`src/rtl/palette_loader.sv`:
```
// Streams a raw RGB .pal file from the ioctl download channel into the
// 64-entry video palette RAM, pacing the HPS with dl_wait and flagging bad streams.
module palette_loader #(
    parameter int ENTRIES     = 64,
    parameter int WAIT_CYCLES = 2
) (
    input  logic        clk,
    input  logic        reset,
    input  logic        dl_active,
    input  logic        dl_wr,
    input  logic [10:0] dl_addr,
    input  logic [7:0]  dl_data,
    output logic        dl_wait,
    output logic        load_color,
    output logic [5:0]  load_color_index,
    output logic [23:0] load_color_data,
    output logic        pal_loaded,
    output logic        load_done,
    output logic        load_error,
    output logic [2:0]  dbg_state
);

    typedef enum logic [2:0] {
        S_IDLE    = 3'd0,
        S_COLLECT = 3'd1,
        S_WRITE   = 3'd2,
        S_HOLD    = 3'd3,
        S_DRAIN   = 3'd4
    } state_t;

    localparam logic [6:0] LP_ENTRIES   = 7'(ENTRIES);
    localparam logic [3:0] LP_HOLD_LAST = 4'(WAIT_CYCLES - 1);

    state_t      r_state;
    logic        r_active_q;
    logic        r_start_pend;
    logic        r_fall_pend;
    logic [1:0]  r_lane;
    logic [6:0]  r_index;
    logic [10:0] r_expected;
    logic [7:0]  r_red;
    logic [7:0]  r_green;
    logic        r_skid_v;
    logic [10:0] r_skid_addr;
    logic [7:0]  r_skid_data;
    logic [3:0]  r_hold_cnt;
    logic        r_load_color;
    logic [5:0]  r_idx_out;
    logic [23:0] r_data_out;
    logic        r_pal_loaded;
    logic        r_load_done;
    logic        r_load_error;

    logic        w_rise;
    logic        w_fall;
    logic        w_byte_v;
    logic [10:0] w_byte_addr;
    logic [7:0]  w_byte_data;
    logic        w_addr_ok;
    logic        w_store;
    logic        w_last;
    logic        w_stall_wr;

    assign w_rise     = dl_active & ~r_active_q;
    assign w_fall     = ~dl_active & r_active_q;
    assign w_stall_wr = dl_wr & ((r_state == S_WRITE) | (r_state == S_HOLD));

    // A held skid byte always goes ahead of a live strobe so file order is kept.
    always_comb begin
        w_byte_v    = 1'b0;
        w_byte_addr = dl_addr;
        w_byte_data = dl_data;
        if (r_state == S_COLLECT) begin
            if (r_skid_v) begin
                w_byte_v    = 1'b1;
                w_byte_addr = r_skid_addr;
                w_byte_data = r_skid_data;
            end else begin
                w_byte_v = dl_wr;
            end
        end
    end

    assign w_addr_ok = (w_byte_addr == r_expected);
    assign w_store   = w_byte_v & w_addr_ok & (r_index < LP_ENTRIES);
    assign w_last    = w_store & (r_lane == 2'd2);

    assign dl_wait          = w_last | (r_state == S_WRITE) | (r_state == S_HOLD);
    assign load_color       = r_load_color;
    assign load_color_index = r_idx_out;
    assign load_color_data  = r_data_out;
    assign pal_loaded       = r_pal_loaded;
    assign load_done        = r_load_done;
    assign load_error       = r_load_error;
    assign dbg_state        = r_state;

    always_ff @(posedge clk) begin
        if (reset) begin
            r_state      <= S_IDLE;
            r_active_q   <= 1'b0;
            r_start_pend <= 1'b0;
            r_fall_pend  <= 1'b0;
            r_lane       <= 2'd0;
            r_index      <= 7'd0;
            r_expected   <= 11'd0;
            r_red        <= 8'd0;
            r_green      <= 8'd0;
            r_skid_v     <= 1'b0;
            r_skid_addr  <= 11'd0;
            r_skid_data  <= 8'd0;
            r_hold_cnt   <= 4'd0;
            r_load_color <= 1'b0;
            r_idx_out    <= 6'd0;
            r_data_out   <= 24'd0;
            r_pal_loaded <= 1'b0;
            r_load_done  <= 1'b0;
            r_load_error <= 1'b0;
        end else begin
            r_active_q   <= dl_active;
            r_load_color <= 1'b0;
            r_load_done  <= 1'b0;
            if ((r_state != S_IDLE) && w_rise) r_start_pend <= 1'b1;
            if ((r_state != S_IDLE) && w_fall) r_fall_pend <= 1'b1;
            if (w_stall_wr) begin
                if (r_skid_v) begin
                    r_load_error <= 1'b1;
                end else begin
                    r_skid_v    <= 1'b1;
                    r_skid_addr <= dl_addr;
                    r_skid_data <= dl_data;
                end
            end

            case (r_state)
                S_IDLE: begin
                    if (w_rise || r_start_pend) begin
                        r_pal_loaded <= 1'b0;
                        r_load_error <= 1'b0;
                        r_lane       <= 2'd0;
                        r_index      <= 7'd0;
                        r_expected   <= 11'd0;
                        r_skid_v     <= 1'b0;
                        r_start_pend <= 1'b0;
                        r_fall_pend  <= 1'b0;
                        r_state      <= S_COLLECT;
                    end
                end
                S_COLLECT: begin
                    if (r_skid_v) begin
                        r_skid_v    <= dl_wr;
                        r_skid_addr <= dl_addr;
                        r_skid_data <= dl_data;
                    end
                    if (w_byte_v) begin
                        if (!w_addr_ok) begin
                            r_load_error <= 1'b1;
                        end else begin
                            r_expected <= r_expected + 11'd1;
                            // The 11-bit address would alias after 2047 bytes.
                            if (r_expected == 11'h7FF) r_load_error <= 1'b1;
                        end
                        if (w_store) begin
                            case (r_lane)
                                2'd0: begin
                                    r_red  <= w_byte_data;
                                    r_lane <= 2'd1;
                                end
                                2'd1: begin
                                    r_green <= w_byte_data;
                                    r_lane  <= 2'd2;
                                end
                                default: begin
                                    r_load_color <= 1'b1;
                                    r_idx_out    <= r_index[5:0];
                                    r_data_out   <= {r_red, r_green, w_byte_data};
                                    r_state      <= S_WRITE;
                                end
                            endcase
                        end
                    end else if (!dl_active || r_fall_pend) begin
                        r_fall_pend <= 1'b0;
                        r_state     <= S_DRAIN;
                    end
                end
                S_WRITE: begin
                    r_index    <= r_index + 7'd1;
                    r_lane     <= 2'd0;
                    r_hold_cnt <= LP_HOLD_LAST;
                    if ((r_index + 7'd1) == LP_ENTRIES) r_pal_loaded <= 1'b1;
                    r_state    <= S_HOLD;
                end
                S_HOLD: begin
                    if (r_hold_cnt == 4'd0) r_state <= S_COLLECT;
                    else r_hold_cnt <= r_hold_cnt - 4'd1;
                end
                S_DRAIN: begin
                    if ((r_lane != 2'd0) || (r_index < LP_ENTRIES)) r_load_error <= 1'b1;
                    r_load_done <= 1'b1;
                    r_skid_v    <= 1'b0;
                    r_fall_pend <= 1'b0;
                    r_state     <= S_IDLE;
                end
                default: r_state <= S_IDLE;
            endcase
        end
    end

endmodule

```
`config.mk`:
```
export PLATFORM = sky130hd
export DESIGN_NAME = palette_loader
export DESIGN_NICKNAME = d
export VERILOG_FILES = /design/src/rtl/palette_loader.sv
export SDC_FILE = /design/constraint.sdc
export NUM_CORES = 1
export LEC_CHECK = 0
export ABC_AREA = 1
export BUFFER_PORTS_ARGS = -buffer_cell sky130_fd_sc_hd__buf_2
export CORE_ASPECT_RATIO = 0.7
export CORE_UTILIZATION = 58
export DETAILED_ROUTE_END_ITERATION = 10
export MAX_ROUTING_LAYER = met4
export PLACE_DENSITY = 0.88
export SLEW_MARGIN = 40
export SYNTH_ARGS = -nofsm -noshare
export SYNTH_HDL_FRONTEND = slang
export SYNTH_SLANG_ARGS = --single-unit
```
`constraint.sdc`:
```
create_clock -name clk -period 2.36 [get_ports clk]
set_input_delay 0.118 -clock clk [delete_from_list [all_inputs] [get_ports clk]]
set_output_delay 0.118 -clock clk [all_outputs]
set_load 0.1 [all_outputs]
```
# Yosys cells after proc, flatten, opt, wreduce, memory -nomap -nowiden
# Cells that the tools add are included.
[op_classes]
add_sub_neg = 3
n_lt_le_gt_ge = 1
n_eq_ne = 20
muxes = 56
n_bitwise = 15
n_reduce_logical = 26
[op_table]
columns = ["cell", "count"]
rows = [
  ["two-way mux 11 bit", 8],
  ["two-way mux 8 bit", 4],
  ["two-way mux 1 bit", 23],
  ["one-hot mux 11 bit (2 select lines)", 1],
  ["two-way mux 3 bit", 6],
  ["AND reduction 4 bit", 4],
  ["one-hot mux 7 bit (2 select lines)", 1],
  ["one-hot mux 3 bit (4 select lines)", 1],
  ["adder 11 x 1 -> 11 bit, second input constant", 1],
  ["equality test 11 bit", 1],
  ["equality test 11 bit, second input constant", 1],
  ["inequality test 2 bit, second input constant", 5],
  ["AND reduction 5 bit", 2],
  ["one-hot mux 1 bit (3 select lines)", 3],
  ["one-hot mux 4 bit (2 select lines)", 1],
  ["nonzero test 2 bit", 4],
  ["adder 7 x 1 -> 7 bit, second input constant", 1],
  ["equality test 7 bit, second input constant", 1],
  ["< comparator 7 bit, second input constant", 1],
  ["two-way mux 7 bit", 1],
  ["AND 1 bit", 6],
  ["equality test 3 x 2 -> 1 bit, second input constant", 2],
  ["two-way mux 2 bit", 3],
  ["inequality test 3 bit, second input constant", 2],
  ["other kinds (25)", 38],
]
[totals]
regBits = 100
in_bits = 23
out_inout_bits = 38
word_cells = 140

# Depth between registers and ports, before layout
[logic_depth]
ltp_word = 8
depth_mapped = 18
mapped_depth_nobuf = 15

# Least setup slack after synthesis
# OpenSTA, ideal clock, no wires.
[synth_path]
kind = "reg-to-output"
from = "register r_state[2] (netlist: dbg_state[2])"
to = "output dl_wait"
arrival_ns = 4.568
required_time_ns = 2.242
setup_slack_ns = -2.326
stages_incl_launch_ff = 12
n_path_buf = 1
cell_sequence = "dfxtp_1 > nor2_1 > nand2_2 > buf_2 > nand2_1 > nand3_1 > nand3_1 > nor2_4 > nand4_4 > nor2_4 > inv_1 > o21ai_0"
[synth_between]
elab_chain_len = 8
word_cells_on_any_way = 11
classes_between = "eq/ne (4); mux (2); bitwise (5)"
[synth_lines]
columns = ["item", "line", "rtl"]
rows = [
  ["from (decl)", "34", "state_t r_state;"],
  ["from (signal assigned)", "99", "r_state <= S_IDLE;"],
  ["from (signal assigned)", "145", "r_state <= S_COLLECT;"],
  ["from (signal assigned)", "176", "r_state <= S_WRITE;"],
  ["equality test 3 x 1 -> 1 bit", "73", "if (r_state == S_COLLECT) begin"],
  ["two-way mux 11 bit", "73", ""],
  ["equality test 11 bit", "84", "assign w_addr_ok = (w_byte_addr == r_expected);"],
  ["AND 1 bit (2 in a row)", "85", "assign w_store = w_byte_v & w_addr_ok & (r_index < LP_ENTRIES);"],
  ["AND 1 bit", "86", "assign w_last = w_store & (r_lane == 2'd2);"],
  ["bitwise OR 1 bit", "88", "assign dl_wait = w_last | (r_state == S_WRITE) | (r_state == S_HOLD);"],
  ["bitwise OR 1 bit (*)", "88", ""],
  ["to (decl)", "13", "output logic dl_wait,"],
]
# Mark *: on every way between the ends. The rest lies on a longest branch, timed or not.

# Final worst setup path
[layout_path]
from = "register r_state[1] (netlist: dbg_state[1])"
to = "output dl_wait"
# Same word-level chain as after synthesis.

==> metrics.md <==
| Metric | Value |
|---|---|
| Status | complete, but fails checks |
| Failing checks | setup timing |
| Clock buffers created by TritonCTS | 9 |
| CTS Hold Bufs | 0 |
| Vert. Die Dim | between 80 and 90 um |
| Power, Total | 0.00609 W |
| Seq. cell area | roughly 2000 um^2 |
| Number of distinct library cells after synthesis | 37 |
| Final global-route overflow total | 0 |
| Final standard cell utilization of the core | 0.755 |
| Width of the die | 115 um |
| Vias in the first global route | between 4000 and 5000 |
| Setup repair after global routing missed its margin | true |
| Startpoint kind of the worst setup timing path | register |
| Filler Cell Count | 607 |
| Hold/Removal Path Class | in -> reg |
| Crit path top cell by count | nand2_1 |
| Register area share after synthesis | 0.389 |
| Period utilization | 1.06 |
| Area of the multi-input gates | 2950 um^2 |
| Total of warnings raised by yosys | 0 |
| Arr. time, crit path | 2390 ps |
| Commonest non-fill, non-tap cells in the layout | nand2_1 (219), nor2_1 (134), dfxtp_1 (96) |
| Net count of the finished layout | 889 |
| Total DRC errors in the routed layout | 0 |
| HPWL after detailed placement | 9590 um |
| Peak per-stage delay on the critical path | roughly 360 ps |
| Maximum number of pins on one net before global-route repair | 43 |
| Combined area of all synthesized cells | 5140 um^2 |
| Async SR Flop Fraction | 0 |
| Main combinational cell family by area after synthesis | simple AND/OR/NAND/NOR gates |
| Max cap viols | 0 |
| Post-placement cell count | 953 |
| Slowest-stage cell, CP | dfxtp_4 |
| Kind of end point of the critical path | output port |
| Clock tree from TritonCTS | built |
| Antenna violations before repair | 0 |
| H-tree Lvls | 3 |
| Number of standard cells after synthesis | 790 |
| Final Hold Vio Count | 0 |
| Ratio of cells with drive above 1 in the final layout | 0.218 |
| First-pass iteration count of the detailed router | 5 |
| Number of enable flip-flop cells after synthesis | 0 |
| Wire length of the first global-routing pass | 22300 um |
| Crit Path Max Fanout | 7 |
| Worst-skew pair later-pin latency | 350 ps |
| Post-detailed-route count of antenna-violating nets | 0 |
| P_leak | between 2 and 3 nW |
| Final cell count without fillers | slightly below 1000 |
| Area share of fa/ha/maj cells after synthesis | 0.0122 |
| Mux cell area share after synthesis | 0.0156 |
| Number of sinks driven by the clock tree | 100 |
| Worst-case setup margin in the final layout | -146 ps |
| Synth Area in Compound Gates | 0.0880 |
| Worst-case clock buffer depth | 2 |
| Setup Total Neg Slack | -310 ps |
| Total global-route track usage | 0.321 |
| Max-slew violation count | 0 |
| Peak ir drop on the vdd network | 0.788 mV |
| Pin slew with the least headroom to its limit | about 640 ps |
| Xor and xnor area share after synthesis | 0.0187 |
| Initial Util | 0.604 |
| Power density cells | 948 nW/um^2 |
| Synth Area in Simple Gates | 0.388 |
| Wirelength, routed | 15300 um |
| Routability-driven placement congestion ratio | between 0.9 and 1 |
| WS Path Type | reg -> out |
| Core area | 8510 um^2 |
| Average cell area after synthesis | 6.51 um^2 |
| WP data required | 2240 ps |
| Sum of buffers and inverters on the critical path | 4 |
| Number of antenna diodes | 0 |
| Core Rows | 28 |
| Clock-pin slew on the worst setup and hold paths | roughly 70 ps |
| Headroom to the max-slew limit | 0.558 |
| Count of buffers inserted at the top-level ports | 60 |
| Net count of the mapped netlist | 818 |
| Starting DRT DRC Count | 699 |
| Clk_skew | 11.1 ps |
| Crit path max-delay family | simple AND/OR/NAND/NOR gates |
| #FFs+latches synth | 100 |
| CTS root buf | clkbuf_16 |
| Setup violation total in the final timing report | 10 |
| Boundary Pins | 61 |
| Leading cell type in the layout, fill and taps excluded | nand2_1 |
| Via total after detailed routing | 5552 |
| Synth Flop Type | dfxtp_1 |
| Minimum period implied by the final worst setup slack | roughly 2500 ps |
| Syn-to-layout area delta | 24.9% |
| Vias per cell | 5.63 |
| Post-detailed-route wirelength per cell | 15.5 um |
| Full die area | approximately 9300 um^2 |
| Highest clock frequency the design can meet | ~400 MHz |
| Cell-by-cell trace of the critical path | inv_4 -> nand2_4 -> nor2_4 -> clkbuf_16 -> nand2_1 -> nand2_1 -> nand2_1 -> nand2_1 -> nand2_1 -> nor2_4 -> nand4_4 -> nor2_4 -> inv_2 -> o21ai_4 -> buf_12 |
## worst register-to-register path, delay by kind of cell, from the launching register on
family	cells	cell delay [ps]
buffers and inverters	4	550
flip-flops	1	360
AND/OR/NAND/NOR	13	1370
## final timing paths
kind | cells past startpoint | to | slack (ps) | from
setup / recovery | 15 | dl_wait | -150 | dbg_state[1]
hold / removal | 3 | r_active_q | 40 | dl_active
setup reg to reg | 17 | load_color_data[21] | -30 | dbg_state[1]
hold reg to reg | 2 | load_color_index[4] | 470 | load_color_index[4]
## cell families after synthesis
family                   after synthesis
XOR/XNOR                              11
AO/OA/AOI/OAI                         74
AND/OR/NAND/NOR                      484
multiplexers                           8
adder cells (fa/ha/maj)                5
flip-flops                           100
buffers and inverters                108
## power breakdown
part	total [W]	internal, W	switching [W]
Clock	0.00161	0.000963	0.000646
Sequential	0.00200	0.00185	0.000144
Combinational	0.00249	0.000838	0.00165
## through the flow
stage	hold slack (ps)	area, um^2	setup slack (ps)
floorplan	266	5200	-143
global placement	366	5650	176
detailed placement	394	5650	92.7
CTS	36.3	6120	-76.1
global route	43.7	6430	-209
finish	40.4	6430	-146
## area by class of cell
type                    instances  share of cell area
repair buffers                 94               0.110
clock inverters                 5              0.0130
multi-input cells             583               0.459
flip-flops and latches        100               0.313
clock buffers                  11              0.0378
well taps                     120              0.0234
inverters                      73              0.0434
## per-layer routing
metal | GRT usage | vias to the layer above | routed length, um
met1 | 0.415 | 2569 | 6420
met4 | 0.0727 | 0 | 250
met2 | 0.501 | 317 | 6920
met3 | 0.0896 | 34 | 1720
met5 | - | - | 0
li1 | - | 2632 | -
## flip-flops by register name, indices dropped and copies added, names as in the netlist, 2 cells and up
register          count
r_expected           11
load_color_data      24
r_lane                2
r_skid_data           8
load_color_index      6
r_index               7
r_skid_addr          11
r_hold_cnt            4
dbg_state             3
r_green               8
r_red                 8
## timing repair
action                                  4_1_cts  5_1_grt
gates resized for setup                       8       71
endpoints found under the setup margin        1       51
hold endpoints to repair                      0        0
pin swaps                                     7       14
buffers inserted                              7        4
gates cloned                                  2        4
## cells in the mapped netlist, types with 2 or more instances
master    instances  area (um^2)
o21bai_1          2         15.0
xor2_1           10         87.6
o22ai_1           4         25.0
a31oi_1           2         12.5
clkbuf_1         19         71.3
buf_6             3         33.8
nor3_1           13         65.1
nor3b_1           2         15.0
o211ai_1          8         60.1
buf_2             8         40.0
nor4_1            3         18.8
a311oi_1         10         87.6
ha_1              5         62.6
buf_4             4         30.0
a21oi_1          32          160
nor2_1          139          522
nand3_1          49          245
nand2_1         263          987
mux2i_1           8         80.1
inv_1            70          263
dfxtp_1         100         2000
nor2_4            4         45.0
inv_2             2         7.51
nor2_2            5         31.3
o21ai_0          12         60.1
nand4_4           2         42.5
Power figures use the tool's default switching activity.
